===== src/rtl/prodcons_pkg.sv =====
// rtl/prodcons_pkg.sv - shared types and data-word helper for the producer/consumer block
package prodcons_pkg;

    localparam int CH_ID_W = 8;
    // Upper bound on data width handled by make_data; callers truncate the result.
    localparam int DW_MAX  = 1024;

    typedef enum logic [2:0] {
        PS_IDLE,
        PS_OFFER,
        PS_GAP,
        PS_BACKOFF,
        PS_DONE,
        PS_FAIL
    } pstate_t;

    typedef enum logic [1:0] {
        CS_WAIT,
        CS_RESP,
        CS_HOLD
    } cstate_t;

    // Data word = {channel id, sequence number}; dw is the real data width.
    function automatic logic [DW_MAX-1:0] make_data(
        input logic [CH_ID_W-1:0] ch,
        input logic [DW_MAX-1:0]  seq,
        input int unsigned        dw
    );
        logic [DW_MAX-1:0] mask;
        mask = (DW_MAX'(1) << (dw - CH_ID_W)) - DW_MAX'(1);
        return (DW_MAX'(ch) << (dw - CH_ID_W)) | (seq & mask);
    endfunction

endpackage


===== src/rtl/prodcons_pchan.sv =====
// rtl/prodcons_pchan.sv - one producer channel: offer/gap/back-off FSM with bounded retry
// Ports:
//   clk, rstn        clock, synchronous active-low reset
//   i_start          arm pulse (already gated by the top while busy)
//   i_num_items      items to send, sampled on i_start
//   i_crdy, i_cerr   consumer accept / reject
//   o_prdy, o_data   offer and data word (data is zero when not offering)
//   o_done, o_fail, o_busy  channel status
module prodcons_pchan
    import prodcons_pkg::*;
#(
    parameter int C_CH          = 0,
    parameter int C_DATA_WIDTH  = 32,
    parameter int C_RETRY_DELAY = 32,
    parameter int C_MAX_RETRY   = 7,
    parameter int C_CNT_WIDTH   = 16
) (
    input  logic                    clk,
    input  logic                    rstn,
    input  logic                    i_start,
    input  logic [C_CNT_WIDTH-1:0]  i_num_items,
    input  logic                    i_crdy,
    input  logic                    i_cerr,
    output logic                    o_prdy,
    output logic [C_DATA_WIDTH-1:0] o_data,
    output logic                    o_done,
    output logic                    o_fail,
    output logic                    o_busy
);

    localparam int SEQ_W = C_DATA_WIDTH - CH_ID_W;
    localparam int RET_W = (C_MAX_RETRY < 1) ? 1 : $clog2(C_MAX_RETRY + 1);
    localparam int TMR_W = $clog2(C_RETRY_DELAY + 1);

    pstate_t            r_state;
    logic [SEQ_W-1:0]   r_seq;
    logic [C_CNT_WIDTH-1:0] r_left;
    logic [RET_W-1:0]   r_retry;
    logic [TMR_W-1:0]   r_tmr;

    always_ff @(posedge clk) begin
        if (!rstn) begin
            r_state <= PS_IDLE;
            r_seq   <= '0;
            r_left  <= '0;
            r_retry <= '0;
            r_tmr   <= '0;
        end else begin
            case (r_state)
                PS_IDLE, PS_DONE, PS_FAIL: begin
                    if (i_start) begin
                        r_seq   <= '0;
                        r_retry <= '0;
                        r_left  <= i_num_items;
                        r_state <= (i_num_items == '0) ? PS_DONE : PS_OFFER;
                    end
                end
                PS_OFFER: begin
                    // Accept takes priority over reject when both arrive together.
                    if (i_crdy) begin
                        r_seq   <= r_seq + SEQ_W'(1);
                        r_left  <= r_left - C_CNT_WIDTH'(1);
                        r_retry <= '0;
                        r_state <= PS_GAP;
                    end else if (i_cerr) begin
                        if (r_retry == RET_W'(C_MAX_RETRY)) begin
                            r_state <= PS_FAIL;
                        end else begin
                            r_retry <= r_retry + RET_W'(1);
                            // Timer counts down to zero, giving exactly C_RETRY_DELAY idle cycles.
                            r_tmr   <= TMR_W'(C_RETRY_DELAY - 1);
                            r_state <= PS_BACKOFF;
                        end
                    end
                end
                PS_GAP: begin
                    r_state <= (r_left == '0) ? PS_DONE : PS_OFFER;
                end
                PS_BACKOFF: begin
                    if (r_tmr == '0) begin
                        r_state <= PS_OFFER;
                    end else begin
                        r_tmr <= r_tmr - TMR_W'(1);
                    end
                end
                default: r_state <= PS_IDLE;
            endcase
        end
    end

    assign o_prdy = (r_state == PS_OFFER);
    assign o_data = o_prdy ? C_DATA_WIDTH'(make_data(CH_ID_W'(C_CH), DW_MAX'(r_seq), C_DATA_WIDTH))
                           : '0;
    assign o_done = (r_state == PS_DONE);
    assign o_fail = (r_state == PS_FAIL);
    assign o_busy = (r_state == PS_OFFER) || (r_state == PS_GAP) || (r_state == PS_BACKOFF);

endmodule


===== src/rtl/prodcons_mc.sv =====
// rtl/prodcons_mc.sv - multi-channel producer/consumer traffic source and checking sink
// Ports:
//   clk, rstn                    clock, synchronous active-low reset
//   start, num_items             launch all producers (ignored while busy)
//   cerr_every                   consumer rejects every Nth response, 0 = never
//   p_prdy, p_crdy, p_cerr, p_data   producer side, one lane per channel
//   c_prdy, c_crdy, c_cerr, c_data   consumer side, one lane per channel
//   busy, done, p_fail           producer status
//   c_mismatch, c_count          consumer data-check status and accepted-item counts
module prodcons_mc
    import prodcons_pkg::*;
#(
    parameter int C_NUM_CH      = 4,
    parameter int C_DATA_WIDTH  = 32,
    parameter int C_RETRY_DELAY = 32,
    parameter int C_MAX_RETRY   = 7,
    parameter int C_CNT_WIDTH   = 16
) (
    input  logic                             clk,
    input  logic                             rstn,
    input  logic                             start,
    input  logic [C_CNT_WIDTH-1:0]           num_items,
    input  logic [7:0]                       cerr_every,
    output logic [C_NUM_CH-1:0]              p_prdy,
    input  logic [C_NUM_CH-1:0]              p_crdy,
    input  logic [C_NUM_CH-1:0]              p_cerr,
    output logic [C_NUM_CH*C_DATA_WIDTH-1:0] p_data,
    input  logic [C_NUM_CH-1:0]              c_prdy,
    output logic [C_NUM_CH-1:0]              c_crdy,
    output logic [C_NUM_CH-1:0]              c_cerr,
    input  logic [C_NUM_CH*C_DATA_WIDTH-1:0] c_data,
    output logic                             busy,
    output logic                             done,
    output logic [C_NUM_CH-1:0]              p_fail,
    output logic [C_NUM_CH-1:0]              c_mismatch,
    output logic [C_NUM_CH*C_CNT_WIDTH-1:0]  c_count
);

    localparam int SEQ_W = C_DATA_WIDTH - CH_ID_W;

    logic [C_NUM_CH-1:0] w_done;
    logic [C_NUM_CH-1:0] w_busy;
    logic                w_start;

    assign w_start = start & ~busy;
    assign busy    = |w_busy;
    assign done    = &w_done;

    for (genvar g = 0; g < C_NUM_CH; g++) begin : g_ch
        prodcons_pchan #(
            .C_CH          (g),
            .C_DATA_WIDTH  (C_DATA_WIDTH),
            .C_RETRY_DELAY (C_RETRY_DELAY),
            .C_MAX_RETRY   (C_MAX_RETRY),
            .C_CNT_WIDTH   (C_CNT_WIDTH)
        ) u_pchan (
            .clk         (clk),
            .rstn        (rstn),
            .i_start     (w_start),
            .i_num_items (num_items),
            .i_crdy      (p_crdy[g]),
            .i_cerr      (p_cerr[g]),
            .o_prdy      (p_prdy[g]),
            .o_data      (p_data[g*C_DATA_WIDTH +: C_DATA_WIDTH]),
            .o_done      (w_done[g]),
            .o_fail      (p_fail[g]),
            .o_busy      (w_busy[g])
        );

        cstate_t                r_cst;
        logic [7:0]             r_ecnt;
        logic                   r_err;
        logic [SEQ_W-1:0]       r_exp;
        logic                   r_mis;
        logic [C_CNT_WIDTH-1:0] r_cnt;
        logic [7:0]             w_ecur;
        logic                   w_err_now;

        // A zero count means "reload from cerr_every" on the next response.
        assign w_ecur    = (r_ecnt == '0) ? cerr_every : r_ecnt;
        assign w_err_now = (cerr_every != '0) && (w_ecur == 8'd1);

        always_ff @(posedge clk) begin
            if (!rstn) begin
                r_cst  <= CS_WAIT;
                r_ecnt <= '0;
                r_err  <= 1'b0;
                r_exp  <= '0;
                r_mis  <= 1'b0;
                r_cnt  <= '0;
            end else begin
                case (r_cst)
                    CS_WAIT: begin
                        if (c_prdy[g]) begin
                            r_cst <= CS_RESP;
                            r_err <= w_err_now;
                            if (cerr_every != '0) begin
                                r_ecnt <= w_ecur - 8'd1;
                            end
                            // Data is checked as offered; the accept pulse follows next cycle.
                            if (!w_err_now) begin
                                if (c_data[g*C_DATA_WIDTH +: C_DATA_WIDTH] !=
                                    C_DATA_WIDTH'(make_data(CH_ID_W'(g), DW_MAX'(r_exp), C_DATA_WIDTH))) begin
                                    r_mis <= 1'b1;
                                end
                                r_exp <= r_exp + SEQ_W'(1);
                                r_cnt <= r_cnt + C_CNT_WIDTH'(1);
                            end
                        end
                    end
                    CS_RESP: r_cst <= CS_HOLD;
                    default: r_cst <= CS_WAIT;
                endcase
            end
        end

        assign c_crdy[g]     = (r_cst == CS_RESP) & ~r_err;
        assign c_cerr[g]     = (r_cst == CS_RESP) &  r_err;
        assign c_mismatch[g] = r_mis;
        assign c_count[g*C_CNT_WIDTH +: C_CNT_WIDTH] = r_cnt;
    end

endmodule


===== config.mk =====
export PLATFORM = sky130hd
export DESIGN_NAME = prodcons_mc
export DESIGN_NICKNAME = d
export VERILOG_FILES = /design/src/rtl/prodcons_pkg.sv /design/src/rtl/prodcons_pchan.sv /design/src/rtl/prodcons_mc.sv
export SDC_FILE = /design/constraint.sdc
export NUM_CORES = 1
export LEC_CHECK = 0
export CAP_MARGIN = 20
export CORE_ASPECT_RATIO = 1.1
export CORE_MARGIN = 3
export CORE_UTILIZATION = 50
export CTS_BUF_LIST = sky130_fd_sc_hd__clkbuf_8
export DETAILED_ROUTE_END_ITERATION = 6
export PLACE_DENSITY_LB_ADDON = 0.15
export SETUP_SLACK_MARGIN = 0.5
export SLEW_MARGIN = 0
export SYNTH_ARGS = -nofsm -noshare
export SYNTH_HDL_FRONTEND = slang
export SYNTH_SLANG_ARGS = --single-unit

===== constraint.sdc =====
create_clock -name clk -period 2.9 [get_ports clk]
set_input_delay 0.29 -clock clk [delete_from_list [all_inputs] [get_ports clk]]
set_output_delay 0.29 -clock clk [all_outputs]
set_load 0.03 [all_outputs]

==> flow_summary_export.csv <==
group,metric,value,unit
synth,syn_area_per_cell,7.85,um^2
timing,setup_viol,0,
synth,synth_edf_count,0,
worst_setup_path,crit_path_end,"g_ch[2].r_exp[21]$_SDFFE_PN0P_",
die,die_area,48600,um^2
run_status,status,"complete, no violations",
layout,most-common-layout-cells,"391 x dfxtp_1, 383 x nor2_1, 241 x clkdlybuf4s50_1",
die,rows,81,
layout,area_growth,31.4,%
worst_setup_path,cp-start-kind,"flop",
worst_setup_path,reg2reg_from,"g_ch[2].r_ecnt[7]$_SDFFE_PN0P_",
layout,antennaDiodeCount,0,
worst_hold_path,min_path_cells,3,
worst_setup_path,crit_start,"g_ch[2].r_ecnt[7]$_SDFFE_PN0P_",
synth,synth_cells,2928,
routing,vias_per_cell,5.79,
layout,post-route-util,0.673,
clock_network,postCtsHoldBufs,0,
power,p_leak,11.3,nW
routing,post_drt_wl_per_cell,17.5,um
worst_setup_path,ff2ff_setup_slack,280,ps
die,die_h,231,um
placement,port_buffers,352,
routing,drt-total-wl,69900,um
routing,drt_iter0_markers,1401,
clock_network,cts_tree,"done",
timing,tns,0,ps
worst_setup_path,critPathKind,"reg -> reg",
synth,synth_cell_types,78,
placement,dp_hpwl,47300,um
layout,drive_gt1_frac,0.171,
placement,dpl_cell_area,27500,um^2
synth,yosysSeqAreaShare,0.362,
synth,synth_seq_cells,416,
worst_setup_path,endpoint_kind,"flop",
worst_setup_path,r2r.worst_path.cells,11,
layout,layout_commonest_cell,"dfxtp_1",
timing,period_needed,2620,ps
timing,finClkSkew,34.9,ps
synth,yosys_warnings,0,
die,dieWidth,210,um
die,coreArea,44900,um^2
die,start_util,0.512,
clock_network,root_buffer,"clkbuf_8",
power,power_density,784,nW/um^2
worst_setup_path,worstPathRequired,3400,ps
clock_network,clk_pin_slew,60,ps
flow_run,drv_cap,0,
timing,holdWs,182,ps
layout,fin_nets,3575,
clock_network,clock_latency,640,ps
timing,final_max_slew_viol_count,0,
timing,worst_pin_slew,941,ps
grt,grt-ovfl-total,0,
grt,antenna_found_initial,0,
layout,final_cell_area,30200,um^2
die,ios,381,
grt,grt_max_degree,106,
power,ir_drop,0.368,mV
worst_hold_path,hold_class,"in -> reg",
routing,firstDrtPassIters,6,
synth,yosys.area.top_type,"dfxtp_1",
timing,fin_crit_sh,0.904,
synth,async_flop_share,0,
worst_setup_path,critPathArrivalTime,3120,ps
timing,fin_ws,278,ps
placement,place_inst,3810,
synth,synth_top_cell_area_share,0.362,
routing,drc,0,
synth,syn_area,23000,um^2
grt,gr-usage-all-layers,0.270,
routing,vias,23200,
grt,grt_pass1_wl,111000,um
grt,grt_pass1_vias,22500,
power,power.total,23.7,mW
timing,hold_viol_final,0,
timing,timing.fmax,381,MHz
clock_network,htree_levels,3,
worst_setup_path,crit_path_max_fanout,6,
clock_network,cts.sink_count,416,
routing,ant_nets,0,
clock_network,cts_buffers,74,
worst_setup_path,rr_endpoint,"g_ch[2].r_exp[21]$_SDFFE_PN0P_",
placement,place_ws,-49.1,ps
clock_network,cts_buffer_depth,3,
synth,synthTopCellsByArea,"dfxtp_1 36%, nor2_1 6.5%, xnor2_1 5.9%",
layout,final_cells,4003,
timing,relSlewSlack,0.372,
timing,rsz0062_at_grt,"true",
synth,synth_ff_type,"dfxtp_1",
placement,gp_congestion,0.875,
critical path: stages (launching register included):
cell and delay, ps:
dfxtp_2 330, or4_4 550, nor2_4 150, a21oi_2 70, ha_2 160, o2111a_2 140, buf_12 140, a2111oi_4 420
buf_6 200, nand4_1 110, xor2_1 160, nor2_1 50
flip-flops by register name (all words and copies together), names as in the netlist:
name                  cells
g_ch.u_pchan.r_seq       96
g_ch.r_cst                8
g_ch.u_pchan.r_tmr       24
g_ch.r_ecnt              32
g_ch.r_err                4
g_ch.r_cnt               64
g_ch.u_pchan.r_left      64
g_ch.u_pchan.r_retry     12
g_ch.u_pchan.r_state     12
g_ch.r_exp               96
g_ch.r_mis                4
cell type report:
type	instances	area, um^2
Timing Repair inverter	4	31.3
Timing Repair Buffer	529	4940
Multi-Input combinational cell	2279	14400
Sequential cell	416	8370
Inverter	66	270
Clock buffer	92	1270
Fill cell	3723	14700
Clock inverter	36	206
Tap cell	581	727
power breakdown:
group          internal (mW)  leakage, nW  total, mW  switching, mW
clock network           3.02        0.847       5.50           2.48
registers               6.49         3.38       7.28          0.798
logic                   4.45         7.05       10.9           6.45
logic make-up after synthesis:
| logic type | count (synthesis) | share of synthesized area |
|---|---|---|
| AO/OA/AOI/OAI | 552 | 0.150 |
| XOR/XNOR | 290 | 0.111 |
| adder cells (fa/ha/maj) | 38 | 0.0207 |
| buffers and inverters | 260 | 0.0509 |
| flip-flops | 416 | 0.362 |
| multiplexers | 15 | 0.00681 |
| other | 1 | 0.000163 |
| AND/OR/NAND/NOR | 1356 | 0.299 |
how the worst min path moves through the flow:
stage / start / to
finish: rstn / g_ch[2].r_exp[16]$_SDFFE_PN0P_
global route: rstn / g_ch[1].r_cnt[13]$_SDFFE_PN0P_
CTS: rstn / g_ch[2].r_exp[16]$_SDFFE_PN0P_
detailed placement: g_ch[0].u_pchan.r_left[10]$_SDFFE_PN0P_ / g_ch[0].u_pchan.r_left[10]$_SDFFE_PN0P_
global placement: g_ch[2].u_pchan.r_retry[1]$_SDFFE_PN0P_ / g_ch[2].u_pchan.r_retry[1]$_SDFFE_PN0P_
floorplan: g_ch[0].u_pchan.r_left[10]$_SDFFE_PN0P_ / g_ch[0].u_pchan.r_left[10]$_SDFFE_PN0P_
synth_stat cells (20+ instances only):
master and number:
a21oi_1 210, nor3b_1 20, inv_1 65, or4_1 27, and2_1 84, buf_4 45
and3_1 56, o21ai_0 135, a211oi_1 21, or3_1 57, nor4_1 73, ha_1 38
nand3_1 109, a31oi_1 32, xor2_1 136, nand2b_1 25, dfxtp_1 416, clkbuf_1 133
nand4_1 90, nor2_1 395, nor3_1 82, and4_1 26, xnor2_1 154, nand2_1 250
layer usage:
layer / up-vias / GRT usage / wire (um)
met4: 0 / 0.105 / 2030
li1: 11200 / - / -
met2: 791 / 0.478 / 35100
met3: 128 / 0.0457 / 4430
met1: 11100 / 0.327 / 28300
met5: - / 0 / 0
timing repair:
action	4_1_cts	5_1_grt
gates resized for setup	341	150
buffers inserted	30	25
hold endpoints to repair	0	0
setup endpoints to repair	377	259
gates cloned	5	5
pin swaps	41	53
Note: power is estimated with default switching activity, not from simulation.
